==> src/rtl/mips_cache_pkg.sv <==
// Shared types and defaults for the MIPS cache bus arbiter.
//   owner_t               : bus owner encoding, also used as the arbiter FSM state
//   STARVE_LIMIT_DEFAULT  : read grants tolerated while the write buffer waits
//   is_read()             : true for the two read owners
package mips_cache_pkg;

    typedef enum logic [1:0] {
        NONE  = 2'd0,
        INSTR = 2'd1,
        DATA  = 2'd2,
        WB    = 2'd3
    } owner_t;

    localparam int STARVE_LIMIT_DEFAULT = 4;

    function automatic logic is_read(owner_t o);
        return (o == INSTR) || (o == DATA);
    endfunction

endpackage

==> src/rtl/mips_cache_arb_pick.sv <==
// Combinational priority / round-robin decision for the cache bus arbiter.
// Ports:
//   instr_req, data_req   : pending read requests
//   wb_req, wb_hazard     : write buffer non-empty / data read hits a buffered entry
//   starved               : the write buffer has waited through the read-grant limit
//   last_read_data        : 1 when the most recent read grant went to the data side
//   pick                  : owner to grant next (NONE when nobody is asking)
module mips_cache_arb_pick
    import mips_cache_pkg::*;
(
    input  logic       instr_req,
    input  logic       data_req,
    input  logic       wb_req,
    input  logic       wb_hazard,
    input  logic       starved,
    input  logic       last_read_data,
    output logic [1:0] pick
);

    always_comb begin
        pick = NONE;
        // A hazard must drain the buffer first, otherwise the read returns stale data.
        if (wb_req && (wb_hazard || starved)) begin
            pick = WB;
        end else if (instr_req && data_req) begin
            pick = last_read_data ? INSTR : DATA;
        end else if (instr_req) begin
            pick = INSTR;
        end else if (data_req) begin
            pick = DATA;
        end else if (wb_req) begin
            pick = WB;
        end
    end

endmodule

==> src/rtl/mips_cache_bus_arbiter.sv <==
// Arbitrates the instruction fetch, data fetch and write buffer onto one
// Avalon master port. One transfer at a time, one IDLE cycle between transfers.
// Ports:
//   clk, rst (async, active-low)
//   instr_req/instr_addr/instr_done     : instruction read side
//   data_req/data_addr/data_done        : data read side
//   wb_req/wb_addr/wb_writedata/wb_byteenable/wb_hazard/wb_done : write buffer head
//   mem_address/mem_read/mem_write/mem_writedata/mem_byteenable/waitrequest : Avalon master
//   owner, busy                         : current bus owner status
//
// state   | meaning
// NONE    | idle, arbitrating this cycle
// INSTR   | instruction read on the bus
// DATA    | data read on the bus
// WB      | write-buffer head entry being written
module mips_cache_bus_arbiter
    import mips_cache_pkg::*;
#(
    parameter int STARVE_LIMIT = STARVE_LIMIT_DEFAULT
) (
    input  logic        clk,
    input  logic        rst,
    input  logic        instr_req,
    input  logic [31:0] instr_addr,
    output logic        instr_done,
    input  logic        data_req,
    input  logic [31:0] data_addr,
    output logic        data_done,
    input  logic        wb_req,
    input  logic [31:0] wb_addr,
    input  logic [31:0] wb_writedata,
    input  logic [3:0]  wb_byteenable,
    input  logic        wb_hazard,
    output logic        wb_done,
    output logic [31:0] mem_address,
    output logic        mem_read,
    output logic        mem_write,
    output logic [31:0] mem_writedata,
    output logic [3:0]  mem_byteenable,
    input  logic        waitrequest,
    output logic [1:0]  owner,
    output logic        busy
);

    localparam int CNT_W = $clog2(STARVE_LIMIT + 1);
    localparam logic [CNT_W-1:0] STARVE_MAX = CNT_W'(STARVE_LIMIT);

    owner_t           state_q;
    owner_t           state_d;
    owner_t           pick;
    logic [1:0]       pick_raw;
    logic [CNT_W-1:0] starve_cnt;
    logic             last_read_data;
    logic             granting;

    mips_cache_arb_pick u_pick (
        .instr_req      (instr_req),
        .data_req       (data_req),
        .wb_req         (wb_req),
        .wb_hazard      (wb_hazard),
        .starved        (starve_cnt == STARVE_MAX),
        .last_read_data (last_read_data),
        .pick           (pick_raw)
    );

    assign pick     = owner_t'(pick_raw);
    assign granting = (state_q == NONE) && (pick != NONE);
    assign owner    = state_q;
    assign busy     = (state_q != NONE);

    always_ff @(posedge clk or negedge rst) begin
        if (!rst) begin
            state_q <= NONE;
        end else begin
            state_q <= state_d;
        end
    end

    // Done is combinational so the requester sees completion in the same
    // cycle the slave drops waitrequest.
    always_comb begin
        state_d    = state_q;
        instr_done = 1'b0;
        data_done  = 1'b0;
        wb_done    = 1'b0;
        case (state_q)
            NONE:  state_d = pick;
            INSTR: if (!waitrequest) begin instr_done = 1'b1; state_d = NONE; end
            DATA:  if (!waitrequest) begin data_done  = 1'b1; state_d = NONE; end
            WB:    if (!waitrequest) begin wb_done    = 1'b1; state_d = NONE; end
            default: state_d = NONE;
        endcase
    end

    // Address/data are captured on the grant edge only, so requester
    // inputs may change freely while the transfer is in flight.
    always_ff @(posedge clk or negedge rst) begin
        if (!rst) begin
            mem_read       <= 1'b0;
            mem_write      <= 1'b0;
            mem_address    <= 32'h0;
            mem_writedata  <= 32'h0;
            mem_byteenable <= 4'b1111;
        end else if (state_q == NONE) begin
            case (pick)
                INSTR: begin
                    mem_read       <= 1'b1;
                    mem_address    <= instr_addr;
                    mem_byteenable <= 4'b1111;
                end
                DATA: begin
                    mem_read       <= 1'b1;
                    mem_address    <= data_addr;
                    mem_byteenable <= 4'b1111;
                end
                WB: begin
                    mem_write      <= 1'b1;
                    mem_address    <= wb_addr;
                    mem_writedata  <= wb_writedata;
                    mem_byteenable <= wb_byteenable;
                end
                default: ;
            endcase
        end else if (!waitrequest) begin
            mem_read  <= 1'b0;
            mem_write <= 1'b0;
        end
    end

    always_ff @(posedge clk or negedge rst) begin
        if (!rst) begin
            starve_cnt     <= '0;
            last_read_data <= 1'b1;
        end else begin
            if (!wb_req) begin
                starve_cnt <= '0;
            end else if (granting && pick == WB) begin
                starve_cnt <= '0;
            end else if (granting && is_read(pick) && starve_cnt != STARVE_MAX) begin
                starve_cnt <= starve_cnt + 1'b1;
            end
            if (granting && is_read(pick)) begin
                last_read_data <= (pick == DATA);
            end
        end
    end

endmodule
==> config.mk <==
export PLATFORM = sky130hd
export DESIGN_NAME = mips_cache_bus_arbiter
export DESIGN_NICKNAME = d
export VERILOG_FILES = /design/src/rtl/mips_cache_pkg.sv /design/src/rtl/mips_cache_arb_pick.sv /design/src/rtl/mips_cache_bus_arbiter.sv
export SDC_FILE = /design/constraint.sdc
export NUM_CORES = 1
export LEC_CHECK = 0
export CORE_MARGIN = 1.5
export CORE_UTILIZATION = 37
export CTS_CLUSTER_DIAMETER = 100
export DETAILED_ROUTE_END_ITERATION = 10
export GPL_TIMING_DRIVEN = 0
export PLACE_DENSITY = 0.89
export SYNTH_ARGS = -nofsm -noshare
export SYNTH_HDL_FRONTEND = slang
export SYNTH_SLANG_ARGS = --single-unit
==> constraint.sdc <==
create_clock -name clk -period 3.45 [get_ports clk]
set_input_delay 1.035 -clock clk [delete_from_list [all_inputs] [get_ports clk]]
set_output_delay 1.035 -clock clk [all_outputs]
set_load 0.005 [all_outputs]
After elaboration in Yosys (flattened, before gate mapping):

Index checks and enable logic that the tools add are counted.
Widths: inputs -> output; s select.

* add/subtract/negate cells: 1
* multiply operators: 0
* divide/modulo/power cells: 0
* order comparisons: 0
* eq/ne operators: 13
* shift operators: 0
* mux-type cells: 22
* bitwise gates (word level): 0
* reduce and logical (&&, ||, !) cells: 20

Operator list (count)
* $pmux 32 s3: 1
* $mux 2: 7
* $reduce_and 2->1: 5
* $mux 1: 9
* $mux 3: 3
* $eq 2x2->1 const B: 4
* $pmux 4 s2: 1
* $logic_and 1x1->1: 6
* $reduce_bool 2->1: 3
* $eq 2x1->1 const B: 2
* $ne 2x1->1 const B: 2
* $ne 2x2->1 const B: 2
* $pmux 2 s2: 1
* $add 3x1->3 const B: 1
* $eq 3x3->1 const B: 1
* $ne 3x1->1 const B: 1
* $ne 3x3->1 const B: 1
* $reduce_bool 3->1: 1
* $reduce_or 3->1: 1
* $logic_not 2->1: 1
* $logic_or 1x1->1: 2
* $reduce_or 2->1: 1

* register bits: 76
* bits in latches: 0
* bits in writable memories: 0
* bits in read-only memories: 0
* input port bits: 139
* output and inout bits: 76
* word-level logic and storage cells: 64
* memories: 0

Depth between registers and ports, before layout:

* depth after elaboration: 12
* gate-level depth with buffers: 11
* mapped depth without buffers: 9

Hierarchy:

From an unflattened synthesis, not the netlist that was laid out.

* cells, all modules: 322
* area, all modules: 3592.2 sq um

Modules (own cells, without submodules)
* mips_cache_bus_arbiter: times used 1, cells each 316, area each 3545.9 sq um, seq. area each 1908.1 sq um
* mips_cache_arb_pick: times used 1, cells each 6, area each 46.3 sq um, seq. area each 0.0 sq um

Worst setup path before layout:

No wires, ideal clock.

* kind: input port to flip-flop
* from: input wb_hazard
* to: register starve_cnt[1]
* setup time: 0.078 ns
* arrival: 2.958 ns
* data required time: 3.372 ns
* path slack: 0.414 ns
* stages: 7
* path through: a21o_1 > a221oi_1 > inv_1 > ha_1 > or4b_4 > or3b_1 > a21oi_1

* cells in the longest elaborated chain, start to end: 8

RTL lines
* from (decl): line mips_cache_bus_arbiter.sv:33 `input logic wb_hazard,`
* $logic_or 1x1->1 (*): line mips_cache_arb_pick.sv:23 `if (wb_req && (wb_hazard || starved)) begin`
* $logic_and 1x1->1 (*): line mips_cache_arb_pick.sv:23
* $mux 2 (*): line mips_cache_arb_pick.sv:23
* $eq 2x1->1, or another cell as far along: line mips_cache_pkg.sv:17 `return (o == INSTR) || (o == DATA);`
* $logic_or 1x1->1 or $logic_and 1x1->1 (tied branches): line mips_cache_pkg.sv:17, mips_cache_bus_arbiter.sv:67
* $logic_and 1x1->1, on equally long branches: line mips_cache_bus_arbiter.sv:139, mips_cache_bus_arbiter.sv:137
* $logic_and 1x1->1 or $mux 3 (tied branches): line mips_cache_bus_arbiter.sv:139, mips_cache_bus_arbiter.sv:137
* $ne 3x1->1 (no source line) or $mux 3 (tied branches)
* to (signal assigned): line mips_cache_bus_arbiter.sv:140 `starve_cnt <= starve_cnt + 1'b1;`
* to (decl): line mips_cache_bus_arbiter.sv:52 `logic [CNT_W-1:0] starve_cnt;`

Every way passes the cells marked *; elsewhere a longest branch is shown, timed or not.
A chain may end at the register's enable or synchronous reset.

Final worst setup path:

* from: input waitrequest
* to: output data_done

* cells in the longest elaborated chain, start to end: 2

RTL lines
* from (decl): line mips_cache_bus_arbiter.sv:40 `input logic waitrequest,`
* $mux 1: line mips_cache_bus_arbiter.sv:89 `DATA: if (!waitrequest) begin data_done = 1'b1; state_d = NONE; end`
* $mux 1: line mips_cache_bus_arbiter.sv:86 `case (state_q)`
* to (decl): line mips_cache_bus_arbiter.sv:28 `output logic data_done,`

Every way passes these cells.

==> run metrics <==
peak supply drop 383 µV; XOR/XNOR Fraction of Synth Area 0%; GRT overflow 0; CTS Root Cell clkbuf_8; Synth async-reset ratio 100%; Slew @ Worst Pin 0.930 ns; dpl ws -0.386 ns; GPL Wtd Cong 0.809; per-cell routed wire length 16.7 µm; hold buffers post-CTS 0; most frequent cells in the layout clkdlybuf4s50_1 (213), dfrtp_1 (71), nor2_1 (41); post-synth top area share 52.1%; Ant. Diodes 0; vias in the first global route 3440; Hold WS 0.496 ns; # clock sinks 76; Post-synth EDFFs 0; die footprint 9800 µm²; Leak 2.41 nW; Synth Area in Simple Gates 11.5%; MaxCap Viol Count 0; CTS Buffer Depth 2; RSZ-0062 raised after global routing false; Worst-Skew Late Latency 0.33 ns; first-pass GRT wire length 17300 µm; Reg2Reg Setup Slack 0.67 ns; Setup crit end kind output pin; Post-Synthesis Cells 318; final worst setup slack 0.133 ns; arrival time worst endpoint 2.28 ns; PD cells 779 nW/µm²; Starting Density 38.7%; Post-Syn Area 3410 µm²; CTS tree built; register bit total from synthesis 76; Tmin final 3.32 ns; Cell Rows 34; DR iter-0 viols 126; clock-pin transition on the worst setup and hold timing paths 0.07 ns; Crit Path Max Fanout 6; Hold Path Class reg -> reg; critical path type in -> out; nets 687; first drt pass iteration count 7; mean number of vias per cell 5.18; post-synthesis compound-gate area fraction 16.2%; Post-Syn Area per Cell 10.7 µm²; post-route DRC violation count 16; Tot Pwr 4.63 mW; Mapped Nets 462; Post-DRT Antenna Nets 0; Synth area leaders dfrtp_1 (52%), mux2_2 (9.9%), a22oi_1 (7.0%), a31oi_1 (6.8%), nor2_1 (4.6%); post-synthesis mux area share 10.9%; failing checks DRC; Fmax 301 MHz; ys flop type dfrtp_1; via count of the routed design 3400; synth warn 0; CTS buffer count 9; Die H 99.0 µm; Setup Fix Bufs, Post-CTS 0; DP HPWL 8480 µm; Core Box Area 8810 µm²; post-synthesis sequential area ratio 55.9%; Total Neg Setup Slack 0 ns; H-Tree Depth 3; max_slew headroom 38.0%; post-synth cell types 29; Tot GR Track Use 22.6%; outcome complete, but fails checks; largest family of logic cells by synthesized area compound AO/OA/AOI/OAI gates; crit start category input pin; commonest non-fill, non-tap cell in the layout clkdlybuf4s50_1; IO Port Bufs 214; period utilization 96.2%; initial antenna violation count 0; final WL 11000 µm; count of final max-slew check failures 0; # IOs 215; Synth Area in Adders 1.83%; Fin. Hold Viols 0; Die X-Extent 99.0 µm; clock skew 0.0124 ns; layout cells sized above 1 11.9%; area growth from synthesis to final layout 74.3%; area leader, netlist dfrtp_1; largest net degree at the start of global routing 77; Worst Path Required 2.41 ns; # fillers 678; number of setup violations in the final report 0
worst paths after layout:
check | from | endpoint | cells after the start
setup reg to reg | starve_cnt[0] | starve_cnt[1] | 9
setup / recovery | waitrequest | data_done | 3
min in group asynchronous | rst | mem_writedata[24] | 1
hold reg to reg | mem_writedata[26] | mem_writedata[26] | 1
hold / removal | mem_writedata[26] | mem_writedata[26] | 1
max in group asynchronous | rst | mem_address[31] | 1
cell usage after synthesis (5+ instances only):
library cell / number
dfrtp_1: 71
nor2_1: 42
a31oi_1: 37
nand2_1: 34
a22oi_1: 32
mux2_2: 30
clkbuf_1: 17
inv_1: 10
dfstp_2: 5
ha_1: 5
o21ai_0: 5
logic make-up after synthesis:
family,after synthesis
AO/OA/AOI/OAI,82
AND/OR/NAND/NOR,90
flip-flops,76
adder cells (fa/ha/maj),5
multiplexers,33
buffers and inverters,32
flip-flops by register name, indices dropped and copies added, names as in the netlist:
name,cells
mem_read,1
mem_byteenable,4
mem_address,32
last_read_data,1
mem_writedata,32
mem_write,1
owner,2
starve_cnt,3
routing by layer:
metal  part of all wire, %  GRT usage, %  routed length (µm)
met1                    39          26.6                4250
met2                    51          40.2                5550
met3                   8.7          5.89                 959
met4                   2.0          7.14                 221
met5                     0             0                   0
worst max-delay path, cell delays in order:
cell and delay [ns]:
clkdlybuf4s50_1 0.50, nor3b_1 0.22, clkdlybuf4s50_1 0.53
final cells by class:
cell class | instances | area (µm²) | share of cell area [%]
Clock inverter | 6 | 113 | 1.89
Buffer | 22 | 92.6 | 1.56
Sequential cell | 76 | 1910 | 32.1
Multi-Input combinational cell | 210 | 1390 | 23.4
Clock buffer | 10 | 128 | 2.15
Timing Repair Buffer | 214 | 2140 | 36.0
Inverter | 10 | 37.5 | 0.631
Tap cell | 108 | 135 | 2.27
timing repair:
action / 4_1_cts / 5_1_grt
resized for setup: 1 / 9
setup endpoints to repair: 7 / 30
endpoints found under the hold margin: 0 / 0
through the flow:
step / cell area [µm²] / std cells / utilization, %
global route: 5950 / 656 / 67.5
detailed placement: 5690 / 640 / 64.6
CTS: 5930 / 656 / 67.3
global placement: 5690 / 640 / 64.6
floorplan: 3410 / 318 / -
finish: 5950 / 656 / 67.5
power breakdown:
group | internal (mW) | switching, mW | total, mW
Clock | 0.482 | 0.324 | 0.807
Combinational | 1.33 | 0.892 | 2.22
Sequential | 1.34 | 0.263 | 1.61
Total | 3.15 | 1.48 | 4.63
(Power assumes the default switching activity.)
==> edit 1, RTL diff (same flow settings) <==
Set the package constant `STARVE_LIMIT_DEFAULT` to 8 (it was 4).
--- a/src/rtl/mips_cache_pkg.sv
+++ b/src/rtl/mips_cache_pkg.sv
@@ -11,7 +11,7 @@
         WB    = 2'd3
     } owner_t;
 
-    localparam int STARVE_LIMIT_DEFAULT = 4;
+    localparam int STARVE_LIMIT_DEFAULT = 8;
 
     function automatic logic is_read(owner_t o);
         return (o == INSTR) || (o == DATA);
Check against the original RTL: no difference found for any inputs over 4 cycles, from zero or initial values and one cycle with rst low; that may be too few to reach the edited logic, so the function may still have changed.
==> edit 1 against the unedited design <==
Design area grew 1.1%; register-to-register slack lost 0.15 ns; sequential cell count grew 1; wire length grew 0.67%; synthesized area grew 2.2%; power shrank 1.6%; worst setup slack gained 0.13 ns; sequential share of layout area grew 0.055 points; critical path type is now in2reg; largest cell class unchanged.
==> edit 1: results (changes against the unedited design) <==
Synth Area in Compound Gates=16.4% (+0.23 points); share of layout cells above drive strength 1=12.4% (+0.53 points); slowest CP cell=clkdlybuf4s50_1; H-tree depth=3 (unchanged); r2r setup slk=0.52 ns (-0.15 ns); crit share post-route=92.4% (-3.8 points); Max stage delay on crit path=0.50 ns (-0.03 ns); leak pwr=2.42 nW (+0.37%); DR vias/cell=5.18 (about the same); # port buffers=214 (unchanged); DRT Pass-1 Iters=4 (-3); Synth Area per Inst=10.7 µm² (-0.34%); syn_nets=470 (+1.7%); placed cell count=652 (+1.9%); Largest regs=mem_address: 32 flops, mem_writedata: 32 flops; Final HPWL DP=8.67 mm (+2.2%); first-pass GRT wire length=17.1 mm (-1.1%); post_cts resized=0 (-1); Worst Skew=0.0106 ns (-0.00177 ns); antenna cells=0 (unchanged); sequential area share after synthesis=55.5% (-0.47 points); total number of vias=3459 (+1.7%); FILL cells=735 (+8.4%); Synth Area in Adders=1.80% (-0.039 points); dominant synthesized flop cell=dfrtp_1; status=finished clean; synth warn=0 (unchanged); pre-CTS setup slack=-0.278 ns (+0.108 ns); Post-synth top cells=dfrtp_1 (72), nor2_1 (40), a31oi_1 (36); library cells used by synthesis=32 (+10%); placer congestion estimate=0.887 (+9.6%); number of global-route vias before repair=3586 (+4.2%); largest net degree at the start of global routing=67 (-13%); Area contributors post-synth=dfrtp_1 (52%), mux2_2 (11%), a22oi_1 (6.9%); post-synthesis mux area share=10.7% (-0.23 points); maximum VDD drop=0.349 mV (-8.9%); DR iter-0 viols=120 (-4.8%); internal power=3.06 mW (-2.9%); Arr. time, crit path=3.45 ns (+1.17 ns); worst-path fanout max=9 (+3); clk buf depth=2 (unchanged); wire per inst=16.5 µm (-1.1%); gr usage total=22.0% (-0.64 points); Slew HR=67.3% (+29 points); final net count=696 (+1.3%)
-- edit 1: changes by cell type after synthesis, sizes merged, moves of 2 or more --
cell    unedited run  this run
nand3              0         2
o211ai             0         2
a221oi             2         0
nor2              42        40
inv               10         8
clkbuf            17        19
a21oi              4         7
-- edit 1: worst paths after layout --
kind	startpoint	endpoint	depth (start not counted)
setup reg to reg	starve_cnt[0]$_DFFE_PN0P_	starve_cnt[2]$_DFFE_PN0P_	10
setup / recovery	data_req	starve_cnt[2]$_DFFE_PN0P_	9
max in group asynchronous	rst	mem_byteenable[2]$_DFFE_PN1P_	2
hold reg to reg	mem_byteenable[1]$_DFFE_PN1P_	mem_byteenable[1]$_DFFE_PN1P_	2
hold / removal	mem_byteenable[1]$_DFFE_PN1P_	mem_byteenable[1]$_DFFE_PN1P_	2
min in group asynchronous	rst	mem_writedata[2]$_DFFE_PN0P_	1
-- edit 1: stage by stage --
stage	utilization (%)	total power [mW]	hold WS [ns]	instance area [µm²]	TNS, ns
final	65.4	4.56	0.505	6010	0
after global routing	65.4	4.87	0.512	6010	0
after CTS	65.2	4.58	0.507	5990	0
after detailed placement	63.0	3.88	0.494	5790	-8.17
after global placement	62.7	3.78	0.487	5770	-93.19
after floorplan	-	2.52	0.486	3480	0
-- edit 1: critical path: cells and delay by family --
family                   cells  cell delay, ns
AO/OA/AOI/OAI                2            0.39
buffers and inverters        2            0.67
AND/OR/NAND/NOR              4            1.03
adder cells (fa/ha/maj)      1            0.31
-- edit 1: kinds of logic (layout without fill, tap and decap cells) --
logic type,after synthesis,in the layout
AOI/OAI and AO/OA,86,86
adders and majority gates,5,5
buffers and inverters,32,263
DFF,77,77
muxes,33,33
and+or+nand+nor,93,93
-- edit 1: final cells by class --
| cell class | count | area [µm²] | area share (%) |
|---|---|---|---|
| Timing Repair Buffer | 215 | 2170 | 36.1 |
| Sequential cell | 77 | 1930 | 32.1 |
| Clock inverter | 7 | 80.1 | 1.33 |
| Multi-Input combinational cell | 217 | 1430 | 23.8 |
| Buffer | 24 | 106 | 1.77 |
| Tap cell | 111 | 139 | 2.31 |
| Inverter | 8 | 30.0 | 0.499 |
| Clock buffer | 9 | 124 | 2.06 |
-- edit 1: power by group through the flow --
stage / Combinational (mW) / Sequential [mW] / Clock [mW]
floorplan: 0.891 / 1.63 / 0
global placement: 2.19 / 1.60 / 0
detailed placement: 2.25 / 1.63 / 0
CTS: 2.26 / 1.61 / 0.717
global route: 2.44 / 1.67 / 0.755
finish: 2.25 / 1.61 / 0.699
-- edit 1: metal layers --
metal | wire length, µm | vias up | global-route usage (%)
li1 | - | 1625 | -
met1 | 4320 | 1627 | 24.1
met2 | 5550 | 185 | 39.7
met3 | 904 | 22 | 5.92
met4 | 279 | 0 | 9.64
met5 | 0 | - | 0
==> edit 2, RTL diff (same flow settings) <==
Made on the original files. Reset style: synchronous (`rst`), changed in 3 clocked blocks. Comments in the files are not updated.
--- a/src/rtl/mips_cache_bus_arbiter.sv
+++ b/src/rtl/mips_cache_bus_arbiter.sv
@@ -68,7 +68,7 @@
     assign owner    = state_q;
     assign busy     = (state_q != NONE);
 
-    always_ff @(posedge clk or negedge rst) begin
+    always_ff @(posedge clk) begin
         if (!rst) begin
             state_q <= NONE;
         end else begin
@@ -94,7 +94,7 @@
 
     // Address/data are captured on the grant edge only, so requester
     // inputs may change freely while the transfer is in flight.
-    always_ff @(posedge clk or negedge rst) begin
+    always_ff @(posedge clk) begin
         if (!rst) begin
             mem_read       <= 1'b0;
             mem_write      <= 1'b0;
@@ -127,7 +127,7 @@
         end
     end
 
-    always_ff @(posedge clk or negedge rst) begin
+    always_ff @(posedge clk) begin
         if (!rst) begin
             starve_cnt     <= '0;
             last_read_data <= 1'b1;
Function: differs if rst is asserted again (counterexample within 4 cycles, from zero or initial values and one cycle with rst low); with rst held inactive, the same outputs for 4 cycles.
==> edit 2 against the unedited design <==
Sequential cell count stayed put; first-iteration DRC count shrank 13%; non-clock buffer count is 13 higher; worst setup slack better by 0.087 ns; utilization decreased by 0.74 points; design area shrank 2.5%; synthesized cell count increased by 27%; wire length up 6.6%; synthesized area fell by 3.2%.
Power is not compared: it rests on default switching activity, and its combinational part moved more than twofold at a synthesized area within 25%.
==> edit 2: results (changes against the unedited design) <==
first-pass GRT wire length=18.4 mm (+6.1%); Final HPWL DP=9.21 mm (+8.6%); Hold Path End=mem_writedata[27]$_SDFFE_PN0P_; met2 WL post-DR=5.96 mm (+7.4%); placer congestion estimate=0.900 (+11%); gr usage total=23.7% (+1.1 points); DRT Pass-1 Iters=4 (-3); Hold Startpoint=mem_writedata[27]$_SDFFE_PN0P_; FFs w/ async S/R, synth=0% (-100 points); r2r setup slk=0.48 ns (-0.19 ns); Worst-Margin Slew=0.633 ns (-0.297 ns); FILL cells=745 (+9.9%); worst-path fanout max=10 (+4); post-synthesis mux area share=0% (-11 points); met1 Use GR=24.9% (-1.7 points); Arr. time, crit path=3.50 ns (+1.22 ns); share of layout cells above drive strength 1=3.48% (-8.4 points); Worst R2R End=mem_address[29]$_SDFFE_PN0P_; Met3 Wirelength=911 µm (-5.0%); Synth Area in Compound Gates=32.7% (+17 points); RR Startpoint=starve_cnt[0]$_SDFFE_PP0P_; met3 GRT Util=6.98% (+1.1 points); DR iter-0 viols=110 (-13%); Post-synth top cells=dfxtp_1 (76), nand2_1 (70), a21oi_1 (66); Max stage delay on crit path=0.40 ns (-0.13 ns); Worst Skew=0.00983 ns (-0.00252 ns); worst hold slack=0.458 ns (-0.0388 ns); status=finished clean; DR vias/cell=5.25 (+1.3%); sequential area share after synthesis=46.1% (-9.9 points); final net count=773 (+13%)
-- edit 2: through the flow --
step,instances,instance area (µm²)
2_1_floorplan,404,3300
3_3_place_gp,725,5570
3_5_place_dp,725,5570
4_1_cts,741,5790
5_1_grt,741,5800
6_report,741,5800
-- edit 2: cell type report --
| type | count | area share (%) |
|---|---|---|
| Clock inverter | 6 | 1.49 |
| Clock buffer | 10 | 2.37 |
| Inverter | 3 | 0.194 |
| Multi-Input combinational cell | 289 | 28.1 |
| Sequential cell | 76 | 26.3 |
| Buffer | 36 | 2.53 |
| Tap cell | 108 | 2.33 |
| Timing Repair Buffer | 213 | 36.8 |
-- edit 2: worst reg2reg max path: stages, from the launching register on --
cell and delay [ns]:
dfxtp_1 0.38, inv_1 0.06, ha_1 0.20, and2_1 0.20, o21ai_1 0.29, nand3_1 0.21
ha_1 0.26, clkbuf_1 0.28, nor2_2 0.31, clkbuf_1 0.40, a21oi_1 0.15, a21oi_1 0.17
-- edit 2: timing repair --
action                                 in CTS  in global routing
endpoints found under the hold margin       0                  0
setup endpoints to repair                   6                 35
gates resized for setup                     2                  3
-- edit 2: worst max path at each step --
stage,from,endpoint,slack [ns],cells after the start
finish,wb_hazard,mem_address[29]$_SDFFE_PN0P_,0.22,9
global route,wb_req,mem_address[5]$_SDFFE_PN0P_,0.009,9
CTS,wb_hazard,mem_address[29]$_SDFFE_PN0P_,0.07,9
detailed placement,wb_hazard,mem_address[29]$_SDFFE_PN0P_,-0.39,9
global placement,wb_hazard,mem_address[19]$_SDFFE_PN0P_,-0.27,9
floorplan,wb_hazard,starve_cnt[1]$_SDFFE_PP0P_,0.52,6
-- edit 2: power breakdown --
group / internal (mW) / switching, mW
clock network: 0.427 / 0.333
logic: 0.502 / 0.417
registers: 1.00 / 0.0661
